===== config.mk =====
export PLATFORM = sky130hd
export DESIGN_NAME = pe_row_feeder_flat
export DESIGN_NICKNAME = d
export VERILOG_FILES = /design/src/rtl/pe_row_feeder_pkg.sv /design/src/rtl/pe_row_feeder_if.sv /design/src/rtl/vec_fifo.sv /design/src/rtl/pe_row_feeder.sv /design/src/flat_wrapper.sv
export SDC_FILE = /design/constraint.sdc
export NUM_CORES = 1
export LEC_CHECK = 0
export CAP_MARGIN = 15
export CORE_MARGIN = 1.5
export CORE_UTILIZATION = 55
export DETAILED_ROUTE_END_ITERATION = 12
export GPL_TIMING_DRIVEN = 0
export HOLD_SLACK_MARGIN = 0.15
export PLACE_DENSITY = 0.75
export SLEW_MARGIN = 20
export SYNTH_ARGS = -nofsm -noshare
export SYNTH_HDL_FRONTEND = slang
export SYNTH_SLANG_ARGS = --single-unit

===== constraint.sdc =====
create_clock -name clk -period 3.7 [get_ports clk]
set_input_delay 0.925 -clock clk [delete_from_list [all_inputs] [get_ports clk]]
set_output_delay 0.925 -clock clk [all_outputs]
set_load 0.005 [all_outputs]

===== src/rtl/pe_row_feeder_pkg.sv =====
// Shared types and default sizing for the PE row feeder.
// Imported by the interface, the FIFO and the top.
package pe_row_feeder_pkg;

  localparam int unsigned DEF_LANES  = 4;
  localparam int unsigned DEF_IN_LEN = 8;
  localparam int unsigned DEF_DEPTH  = 4;

  typedef enum logic [1:0] {
    IDLE   = 2'd0,
    STREAM = 2'd1,
    DRAIN  = 2'd2,
    SWITCH = 2'd3
  } feed_state_e;

endpackage


===== src/rtl/pe_row_feeder_if.sv =====
// Upstream vector handshake into the PE row feeder.
// master drives vectors, slave returns in_ready.
interface pe_row_feeder_if
  import pe_row_feeder_pkg::*;
#(
  parameter int LANES  = DEF_LANES,
  parameter int IN_LEN = DEF_IN_LEN
);

  logic                    in_valid;
  logic                    in_ready;
  logic [LANES*IN_LEN-1:0] in_data;
  logic                    in_mode;
  logic                    in_last;

  modport master (
    output in_valid,
    output in_data,
    output in_mode,
    output in_last,
    input  in_ready
  );

  modport slave (
    input  in_valid,
    input  in_data,
    input  in_mode,
    input  in_last,
    output in_ready
  );

endinterface


===== src/rtl/vec_fifo.sv =====
// Vector FIFO with extra-bit pointers; head is read combinationally.
// A write while full or a read while empty is ignored.
module vec_fifo #(
  parameter int WIDTH = 34,
  parameter int DEPTH = 4
) (
  input  logic             clk,
  input  logic             sys_rst,
  input  logic             wr_en,
  input  logic [WIDTH-1:0] wr_data,
  input  logic             rd_en,
  output logic [WIDTH-1:0] rd_data,
  output logic             full,
  output logic             empty
);

  localparam int AW = $clog2(DEPTH);

  logic [WIDTH-1:0] mem [DEPTH];
  logic [AW:0]      wr_ptr;
  logic [AW:0]      rd_ptr;
  logic             do_wr;
  logic             do_rd;

  assign do_wr = wr_en && !full;
  assign do_rd = rd_en && !empty;

  assign empty = (wr_ptr == rd_ptr);
  assign full  = (wr_ptr[AW] != rd_ptr[AW]) &&
                 (wr_ptr[AW-1:0] == rd_ptr[AW-1:0]);

  assign rd_data = mem[rd_ptr[AW-1:0]];

  // Pointer advance; reset empties the FIFO.
  always_ff @(posedge clk or posedge sys_rst) begin
    if (sys_rst) begin
      wr_ptr <= '0;
      rd_ptr <= '0;
    end else begin
      if (do_wr) wr_ptr <= wr_ptr + 1'b1;
      if (do_rd) rd_ptr <= rd_ptr + 1'b1;
    end
  end

  // Storage write; contents are don't-care until written.
  always_ff @(posedge clk) begin
    if (do_wr) mem[wr_ptr[AW-1:0]] <= wr_data;
  end

endmodule


===== src/rtl/pe_row_feeder.sv =====
// Buffers operand vectors and feeds them diagonally skewed to a PE row.
// Mode changes and job ends wait until every lane has flushed.
module pe_row_feeder
  import pe_row_feeder_pkg::*;
#(
  parameter int LANES  = DEF_LANES,
  parameter int IN_LEN = DEF_IN_LEN,
  parameter int DEPTH  = DEF_DEPTH
) (
  input  logic                    clk,
  input  logic                    sys_rst,
  pe_row_feeder_if.slave          up,
  output logic                    pe_en,
  output logic                    mode,
  output logic [LANES*IN_LEN-1:0] westin,
  output logic [LANES-1:0]        lane_valid,
  output logic                    done
);

  localparam int VW = LANES * IN_LEN;
  localparam int W  = VW + 2;

  feed_state_e     state;
  feed_state_e     state_n;
  logic [W-1:0]    head;
  logic [VW-1:0]   head_vec;
  logic            head_mode;
  logic            head_last;
  logic            full;
  logic            empty;
  logic            pop;
  logic            load_mode;
  logic            busy;
  logic [LANES-1:0] lane_busy;

  assign head_vec  = head[W-1:2];
  assign head_mode = head[1];
  assign head_last = head[0];

  assign up.in_ready = !full;

  vec_fifo #(
    .WIDTH (W),
    .DEPTH (DEPTH)
  ) u_fifo (
    .clk     (clk),
    .sys_rst (sys_rst),
    .wr_en   (up.in_valid),
    .wr_data ({up.in_data, up.in_mode, up.in_last}),
    .rd_en   (pop),
    .rd_data (head),
    .full    (full),
    .empty   (empty)
  );

  for (genvar k = 0; k < LANES; k++) begin : g_lane
    logic [k:0]             v;
    logic [k:0][IN_LEN-1:0] d;
    logic [IN_LEN-1:0]      d_in;

    assign d_in = pop ? head_vec[k*IN_LEN +: IN_LEN] : '0;

    if (k == 0) begin : g_first
      // Lane 0 registers the popped operand directly.
      always_ff @(posedge clk or posedge sys_rst) begin
        if (sys_rst) begin
          v <= '0;
          d <= '0;
        end else begin
          v <= pop;
          d <= d_in;
        end
      end
    end else begin : g_delay
      // Lane k delays the popped operand k extra cycles.
      always_ff @(posedge clk or posedge sys_rst) begin
        if (sys_rst) begin
          v <= '0;
          d <= '0;
        end else begin
          v <= {v[k-1:0], pop};
          d <= {d[k-1:0], d_in};
        end
      end
    end

    assign lane_valid[k]                 = v[k];
    assign westin[k*IN_LEN +: IN_LEN]    = d[k];
    assign lane_busy[k]                  = |v;
  end

  assign busy  = |lane_busy;
  assign pe_en = |lane_valid;

  // State register.
  always_ff @(posedge clk or posedge sys_rst) begin
    if (sys_rst) state <= IDLE;
    else         state <= state_n;
  end

  // Next-state selection.
  always_comb begin
    state_n = state;
    unique case (state)
      IDLE: begin
        if (!empty) state_n = STREAM;
      end
      STREAM: begin
        if (!empty) begin
          if (head_mode != mode) state_n = SWITCH;
          else if (head_last)    state_n = DRAIN;
        end
      end
      SWITCH: begin
        if (!busy) state_n = STREAM;
      end
      DRAIN: begin
        if (!busy) state_n = IDLE;
      end
      default: state_n = IDLE;
    endcase
  end

  // FSM outputs: pop, mode load strobe and done pulse.
  always_comb begin
    pop       = 1'b0;
    load_mode = 1'b0;
    done      = 1'b0;
    unique case (1'b1)
      (state == IDLE):   load_mode = !empty;
      (state == STREAM): pop       = !empty && (head_mode == mode);
      (state == SWITCH): load_mode = !busy;
      (state == DRAIN):  done      = !busy;
      default: ;
    endcase
  end

  // Mode only changes when no lane carries data.
  always_ff @(posedge clk or posedge sys_rst) begin
    if (sys_rst)        mode <= 1'b0;
    else if (load_mode) mode <= head_mode;
  end

endmodule

===== src/flat_wrapper.sv =====
// flat-port wrapper written by rule: the top's interface ports become plain ports
module pe_row_feeder_flat import pe_row_feeder_pkg::*;
#(
  parameter int LANES  = DEF_LANES,
  parameter int IN_LEN = DEF_IN_LEN,
  parameter int DEPTH  = DEF_DEPTH
)
  (clk, sys_rst, pe_en, mode, westin, lane_valid, done, up_in_valid, up_in_data, up_in_mode, up_in_last, up_in_ready);
  pe_row_feeder_if #(.LANES(LANES), .IN_LEN(IN_LEN)) up_i ();
  input  logic clk;
  input  logic sys_rst;
  output logic pe_en;
  output logic mode;
  output logic [LANES*IN_LEN-1:0] westin;
  output logic [LANES-1:0] lane_valid;
  output logic done;
  input wire logic [$bits(up_i.in_valid)-1:0] up_in_valid;
  input wire logic [$bits(up_i.in_data)-1:0] up_in_data;
  input wire logic [$bits(up_i.in_mode)-1:0] up_in_mode;
  input wire logic [$bits(up_i.in_last)-1:0] up_in_last;
  output wire logic [$bits(up_i.in_ready)-1:0] up_in_ready;
  assign up_i.in_valid = up_in_valid;
  assign up_i.in_data = up_in_data;
  assign up_i.in_mode = up_in_mode;
  assign up_i.in_last = up_in_last;
  assign up_in_ready = up_i.in_ready;
  pe_row_feeder #(.LANES(LANES), .IN_LEN(IN_LEN), .DEPTH(DEPTH)) u_core (.clk(clk), .sys_rst(sys_rst), .up(up_i), .pe_en(pe_en), .mode(mode), .westin(westin), .lane_valid(lane_valid), .done(done));
endmodule

==> flow_summary.toml <==
[outcome]
outcome = "finished clean"

[clock_tree]
cts_root_buf = "clkbuf_16"
clockBufferDepth = 3
cts_buffers = 23
postCtsSetupBuffers = 0
clock-sinks = 229
clk_latency_ns = 0.49
cts_tree = "yes"
cts_htree_levels = 1
cts_resized = 0
cts_hold_buf = 0
clkTransAtPathRegs_ns = 0.06

[routing]
avgViaCountPerCell = 5.20
ant_nets = 0
top_layer_used = "met4"
wl_per_cell_um = 19.2
drc_errors = 0
dr_wl_met3_um = 527
wirelength_mm = 13.3
num_vias = 3601
wl_met1_mm = 5.21
met2_length_mm = 7.17
drtIter0Drc = 213
dr.pass1.iters = 4

[sta]
fin_skew_ns = 0.00873
maxSlewHeadroom = 0.532
timing.hold.ws_ns = 0.346
fin_crit_ns = 2.96
timing.final.ws_setup_ns = 0.737
fmax_mhz = 338
hold_violations = 0
tightestPinTransition_ns = 0.702
rsz0062_at_grt = "false"
slew_viol_final = 0
finalCritPeriodShare = 0.801
finalSetupViolations = 0

[logic_synthesis]
synth_seq_cells = 229
synthAdderAreaFrac = 0.0139
synth_top_family_by_area = "multiplexers"
synth_xor_area_frac = 0.0127
syn_avg_cell_area_um2 = 21.0
synth_nets = 432
netlist_area_um2 = 8110
ys_warn_count = 0
ys_types = 32
synthMuxAreaShare = 0.0986
synth-compound-area-share = 0.00694
yosysSeqAreaShare = 0.791
synthSimpleGateAreaFrac = 0.0401
syn-instance-count = 386

[global_routing]
grt_overflow = 0
grt_pass1_wl_mm = 21.3
grt_use_total = 0.181
grt_max_degree = 69
antenna_found_initial = 0
grt_pass1_vias = 3878

[worst_setup_path]
rr_worst_depth = 5
startpoint_type = "register"
cp-startpoint = "u_core.u_fifo.rd_ptr[1]"
crit_end = "up_in_ready"
cpPeakStageDelay_ns = 0.48
worstPathRequired_ns = 2.77
critPathMaxFanout = 9
end_kind = "output pin"
rr_endpoint = "u_core.u_fifo.mem[1][28]"
crit_cells = 4
path_buf_inv = 2
crit_path_top_delay_cell = "clkdlybuf4s50_1"
worstPathArrival_ns = 2.04
r2r_start = "u_core.u_fifo.rd_ptr[1]"
r2r_slack_ns = 1.30
path_cells = "buf_2, xnor2_1, nand3_1, clkdlybuf4s50_1"
cp_top_family = "buffers and inverters"
crit_type = "register to output pin"

[layout]
final_layout_size_suffix_gt1_frac = 0.244
ff_latch_area_um2 = 6410
instances_no_fill = 693
multiInputGateArea_um2 = 1400
syn_to_final_growth_pct = 22.8
fin_util = 0.688
final_nets = 538
diodes = 0
nFillCells = 891

[placement]
gp_congestion = 0.706
dp_worst_setup_slack_ns = 0.644
post-dp-hpwl_mm = 7.79
numPlacedInstances = 651
port_buffers = 76

[floorplanning]
initial_core_util = 0.560
num_rows = 44
coreArea_um2 = 14500
die_y_um = 124
dieArea_um2 = 15500
io_pins = 77
die_width_um = 124

[hold_path]
min_path_type = "register to register"

[pwr]
peakVddDrop_mv = 0.492
p_per_area_nw_per_um2 = 851
p_leak_nw = 3.90

[job]
max-cap-violations = 0
metrics by stage:
| stage | TNS, ns | total power, mW | instance area (um^2) |
|---|---|---|---|
| after floorplan | 0 | 5.37 | 8110 |
| after global placement | -111.69 | 6.21 | 9100 |
| after detailed placement | 0 | 6.37 | 9230 |
| after CTS | 0 | 8.60 | 9960 |
| after global routing | 0 | 8.92 | 9960 |
| final | 0 | 8.47 | 9960 |
sequential cells by signal (all words and copies together), names as in the netlist:
signal / flops
u_core.u_fifo.mem: 136
u_core.g_lane.d: 56
u_core.westin: 24
u_core.g_lane.v: 4
u_core.u_fifo.rd_ptr: 3
u_core.u_fifo.wr_ptr: 3
u_core.state: 2
u_core.mode: 1
final cells by class:
| cell class | instances | share of cell area |
|---|---|---|
| inverters | 10 | 0.00427 |
| well taps | 184 | 0.0231 |
| clock buffers | 34 | 0.0690 |
| repair buffers | 81 | 0.0880 |
| clock inverters | 8 | 0.00452 |
| plain buffers | 36 | 0.0265 |
| multi-input cells | 111 | 0.141 |
| flip-flops and latches | 229 | 0.644 |
worst register-to-register path: stages (launching register included):
cell     delay, ns
dfrtp_1       0.38
buf_2         0.20
xnor2_1       0.20
a31oi_1       0.41
and2_2        0.68
buf_16        0.23
placed cells by master, fill, tap and decap left out, drive strengths merged, types with 6 or more instances in the layout:
cell type,Yosys,final
mux4,34,34
buf,33,38
xnor2,7,7
ha,9,9
and2,6,6
clkdlybuf4s50,0,76
edfxtp,136,136
clkinv,0,6
inv,10,12
dfrtp,93,93
nor2b,29,29
clkbuf,3,37
cells in the mapped netlist, drive strengths merged:
cell type | n | area [um^2]
mux2 | 2 | 26.3
o211ai | 1 | 7.51
nand3 | 3 | 27.5
and2 | 6 | 37.5
dfrtp | 93 | 2330
nand4 | 1 | 6.26
buf | 33 | 253
a31oi | 2 | 12.5
xor2 | 3 | 26.3
a22oi | 1 | 7.51
and2b | 3 | 22.5
xnor2 | 7 | 76.3
o2111ai | 1 | 8.76
inv | 10 | 37.5
clkbuf | 3 | 11.3
a32o | 1 | 10.0
mux4 | 34 | 773
edfxtp | 136 | 4080
ha | 9 | 113
nand2b | 1 | 6.26
and3 | 1 | 6.26
nor2b | 29 | 201
nand2 | 3 | 11.3
nor4 | 1 | 6.26
o21ai | 2 | 10.0
where the power goes:
group,switching [mW],internal [mW],leakage [nW]
Clock,0.895,1.29,0.366
Sequential,0.256,3.57,2.50
Combinational,1.08,1.38,1.04
Total,2.23,6.24,3.90
how the worst min path moves through the flow:
stage	from	endpoint	slack, ns	cells after the start
after floorplan	u_core.g_lane[2].d[2]	u_core.g_lane[2].d[10]	0.33	0
after global placement	u_core.g_lane[3].d[15]	u_core.g_lane[3].d[23]	0.33	0
after detailed placement	u_core.g_lane[3].d[7]	u_core.g_lane[3].d[15]	0.33	0
after CTS	u_core.g_lane[1].d[3]	u_core.westin[11]	0.35	0
after global routing	u_core.g_lane[2].d[7]	u_core.g_lane[2].d[15]	0.35	0
final	u_core.g_lane[1].d[3]	u_core.westin[11]	0.35	0
logic make-up after synthesis:
group           count (synthesis)
compound gates                  8
flops                         229
buf+inv                        46
fa+ha+maj                       9
xor+xnor                       10
mux                            36
simple gates                   48
per-layer routing:
metal,global-route usage,vias to the layer above
met5,0,-
li1,-,1623
met2,0.320,83
met4,0.0615,0
met1,0.225,1870
met3,0.0339,25
Power figures use the tool's default switching activity.
==> edit, RTL diff (config.mk and constraints unchanged) <==
Reset style: synchronous (`sys_rst`), changed in 5 clocked blocks.
--- a/src/rtl/vec_fifo.sv
+++ b/src/rtl/vec_fifo.sv
@@ -33,5 +33,5 @@
 
   // Pointer advance; reset empties the FIFO.
-  always_ff @(posedge clk or posedge sys_rst) begin
+  always_ff @(posedge clk) begin
     if (sys_rst) begin
       wr_ptr <= '0;
--- a/src/rtl/pe_row_feeder.sv
+++ b/src/rtl/pe_row_feeder.sv
@@ -63,5 +63,5 @@
     if (k == 0) begin : g_first
       // Lane 0 registers the popped operand directly.
-      always_ff @(posedge clk or posedge sys_rst) begin
+      always_ff @(posedge clk) begin
         if (sys_rst) begin
           v <= '0;
@@ -74,5 +74,5 @@
     end else begin : g_delay
       // Lane k delays the popped operand k extra cycles.
-      always_ff @(posedge clk or posedge sys_rst) begin
+      always_ff @(posedge clk) begin
         if (sys_rst) begin
           v <= '0;
@@ -94,5 +94,5 @@
 
   // State register.
-  always_ff @(posedge clk or posedge sys_rst) begin
+  always_ff @(posedge clk) begin
     if (sys_rst) state <= IDLE;
     else         state <= state_n;
@@ -137,5 +137,5 @@
 
   // Mode only changes when no lane carries data.
-  always_ff @(posedge clk or posedge sys_rst) begin
+  always_ff @(posedge clk) begin
     if (sys_rst)        mode <= 1'b0;
     else if (load_mode) mode <= head_mode;
Formal check against the unedited RTL: differs if sys_rst is asserted again (counterexample within 4 cycles, from zero or initial values and one cycle with sys_rst high); with sys_rst held inactive, the same outputs for 10 cycles.
==> edit against the original RTL <==
- the run now ends with design-rule violations left
- fmax decreased by 3.9%
- first-iteration DRC count up 8.5%
- final area is 1.3% higher
- routed wire length grew 5.0%
- sequential cell count rose by 2
- worst setup slack worse by 0.12 ns
- synthesized area increased by 2.2%
- sequential share of layout area decreased by 5.0 points
Power is not compared: it rests on default switching activity, and its combinational part moved more than twofold at a synthesized area within 25%.
==> edit: results (changes against the original RTL) <==
* Vias in the first global route at 4,250 (+9.6%)
* Finished Layout Cells at 769 (+11%)
* DRC at 4 (+4)
* GPL Wtd Cong at 0.697 (-1.3%)
* Avg Synthesized Cell Area at 17.9 um^2 (-15%)
* Dpl hpwl at 8900 um (+14%)
* Delay-heaviest family, CP: simple AND/OR/NAND/NOR gates
* Initial drt markers at 231 (+8.5%)
* EDFF count, synth at 136 (unchanged)
* CTS H-Tree Depth at 1 (unchanged)
* Pin count of the biggest net entering global routing at 22 (-68%)
* PortBufs at 76 (unchanged)
* Critical-path maximum fanout at 4 (-5)
* Capture point of the worst path: done
* Hold Crit Start: u_core.g_lane[3].d[14]
* Least-Margin Pin Slew at 0.946 ns (+0.244 ns)
* Fill cell count at 962 (+8.0%)
* DRT Wirelength at 13,900 um (+5.0%)
* First-pass GRT wire length at 22,100 um (+4.0%)
* Hold Crit Endpoint: u_core.g_lane[3].d[22]
* Yosys warnings at 0 (unchanged)
* R2r startpoint: u_core.u_fifo.wr_ptr[0]
* Layout cell share with drive strength beyond 1 at 23.6% (-0.77 points)
* Worst-skew pair later-pin latency at 0.50 ns
* Hold path cells at 1 (+1)
* Ys async rst share at 0% (-41 points)
* R2R setup slack at 1.55 ns (+0.25 ns)
* Critical Path AT at 2.16 ns (+0.12 ns)
* Synth unique cells at 37 (+16%)
* FF-to-FF End: u_core.u_fifo.mem[3][19]
* Slowest-stage cell, CP: nor4_1
* Final nets at 615 (+14%)
* Worst Reg-to-Reg Cells at 4 (-1)
* Diodes inserted at 0 (unchanged)
* Final min period at 3.08 ns (+0.120 ns)
* Syn_nets at 510 (+18%)
* Crit path largest cell delay at 0.61 ns (+0.13 ns)
* Via count at 3,949 (+9.7%)
* Placed Instances at 727 (+12%)
* Sequential fraction of the synthesis area at 72.2% (-6.8 points)
* Most frequent cells after synthesis: 136 x edfxtp_1, 95 x dfxtp_1, 57 x nor2b_1, 33 x mux4_2, 29 x nor2b_4
* Gr usage total at 18.4% (+0.29 points)
* Count of TritonRoute iterations in the first routing pass at 10 (+6)
* Pre-CTS WS at 0.700 ns (+0.0560 ns)
* Placed cell area at 0.00936 mm^2 (+1.5%)
* Top cells by area, synth: edfxtp_1 49%, dfxtp_1 23%, mux4_2 9.0%
* Status: complete, but fails checks
* Failing checks: design-rule violations
* Setup crit start: u_core.g_lane[2].v[0]
* Final Skew at 0.0104 ns (+0.00170 ns)
* Antenna violations before repair at 0 (unchanged)
edit: cell count changes after synthesis, moves of 8 or more:
cell / delta
clkbuf_1: +9
dfrtp_1: -93
dfxtp_1: +95
nor2_1: +12
nor2b_1: +36
nor2b_2: -8
nor2b_4: +29
edit: cell type report:
class / count / area (um^2) / area share (%)
Tap cell: 184 / 230 / 2.28
Multi-Input combinational cell: 181 / 1980 / 19.6
Clock buffer: 34 / 647 / 6.42
Clock inverter: 8 / 72.6 / 0.720
Inverter: 8 / 30.0 / 0.298
Timing Repair Buffer: 80 / 841 / 8.34
Buffer: 43 / 298 / 2.95
Sequential cell: 231 / 5990 / 59.4
edit: per-layer routing:
| metal | vias to the layer above | part of all wire (%) | global-route usage (%) |
|---|---|---|---|
| met4 | 0 | 2.8 | 6.15 |
| met3 | 32 | 4.9 | 3.87 |
| li1 | 1853 | - | - |
| met1 | 1963 | 40 | 22.5 |
| met2 | 101 | 52 | 32.6 |
| met5 | - | 0 | 0 |
edit: power by group:
part	total (mW)	internal, mW	switching (mW)
combinational	0.586	0.310	0.276
clock	2.19	1.29	0.907
sequential	2.88	2.84	0.0414
edit: stage by stage:
step           hold WS, ns  setup TNS, ns
6_report             0.433              0
5_1_grt              0.457              0
4_1_cts              0.432              0
3_5_place_dp         0.420              0
3_3_place_gp         0.415         -19.15
2_1_floorplan        0.414              0
edit: logic make-up (layout without fill, tap and decap cells):
group	after synthesis	after routing	synth area share, %
AO/OA/AOI/OAI	13	13	1.07
XOR/XNOR	6	6	0.634
adder cells (fa/ha/maj)	10	10	1.51
buffers and inverters	51	173	3.96
flip-flops	231	231	72.2
multiplexers	39	39	9.77
AND/OR/NAND/NOR	113	113	10.8
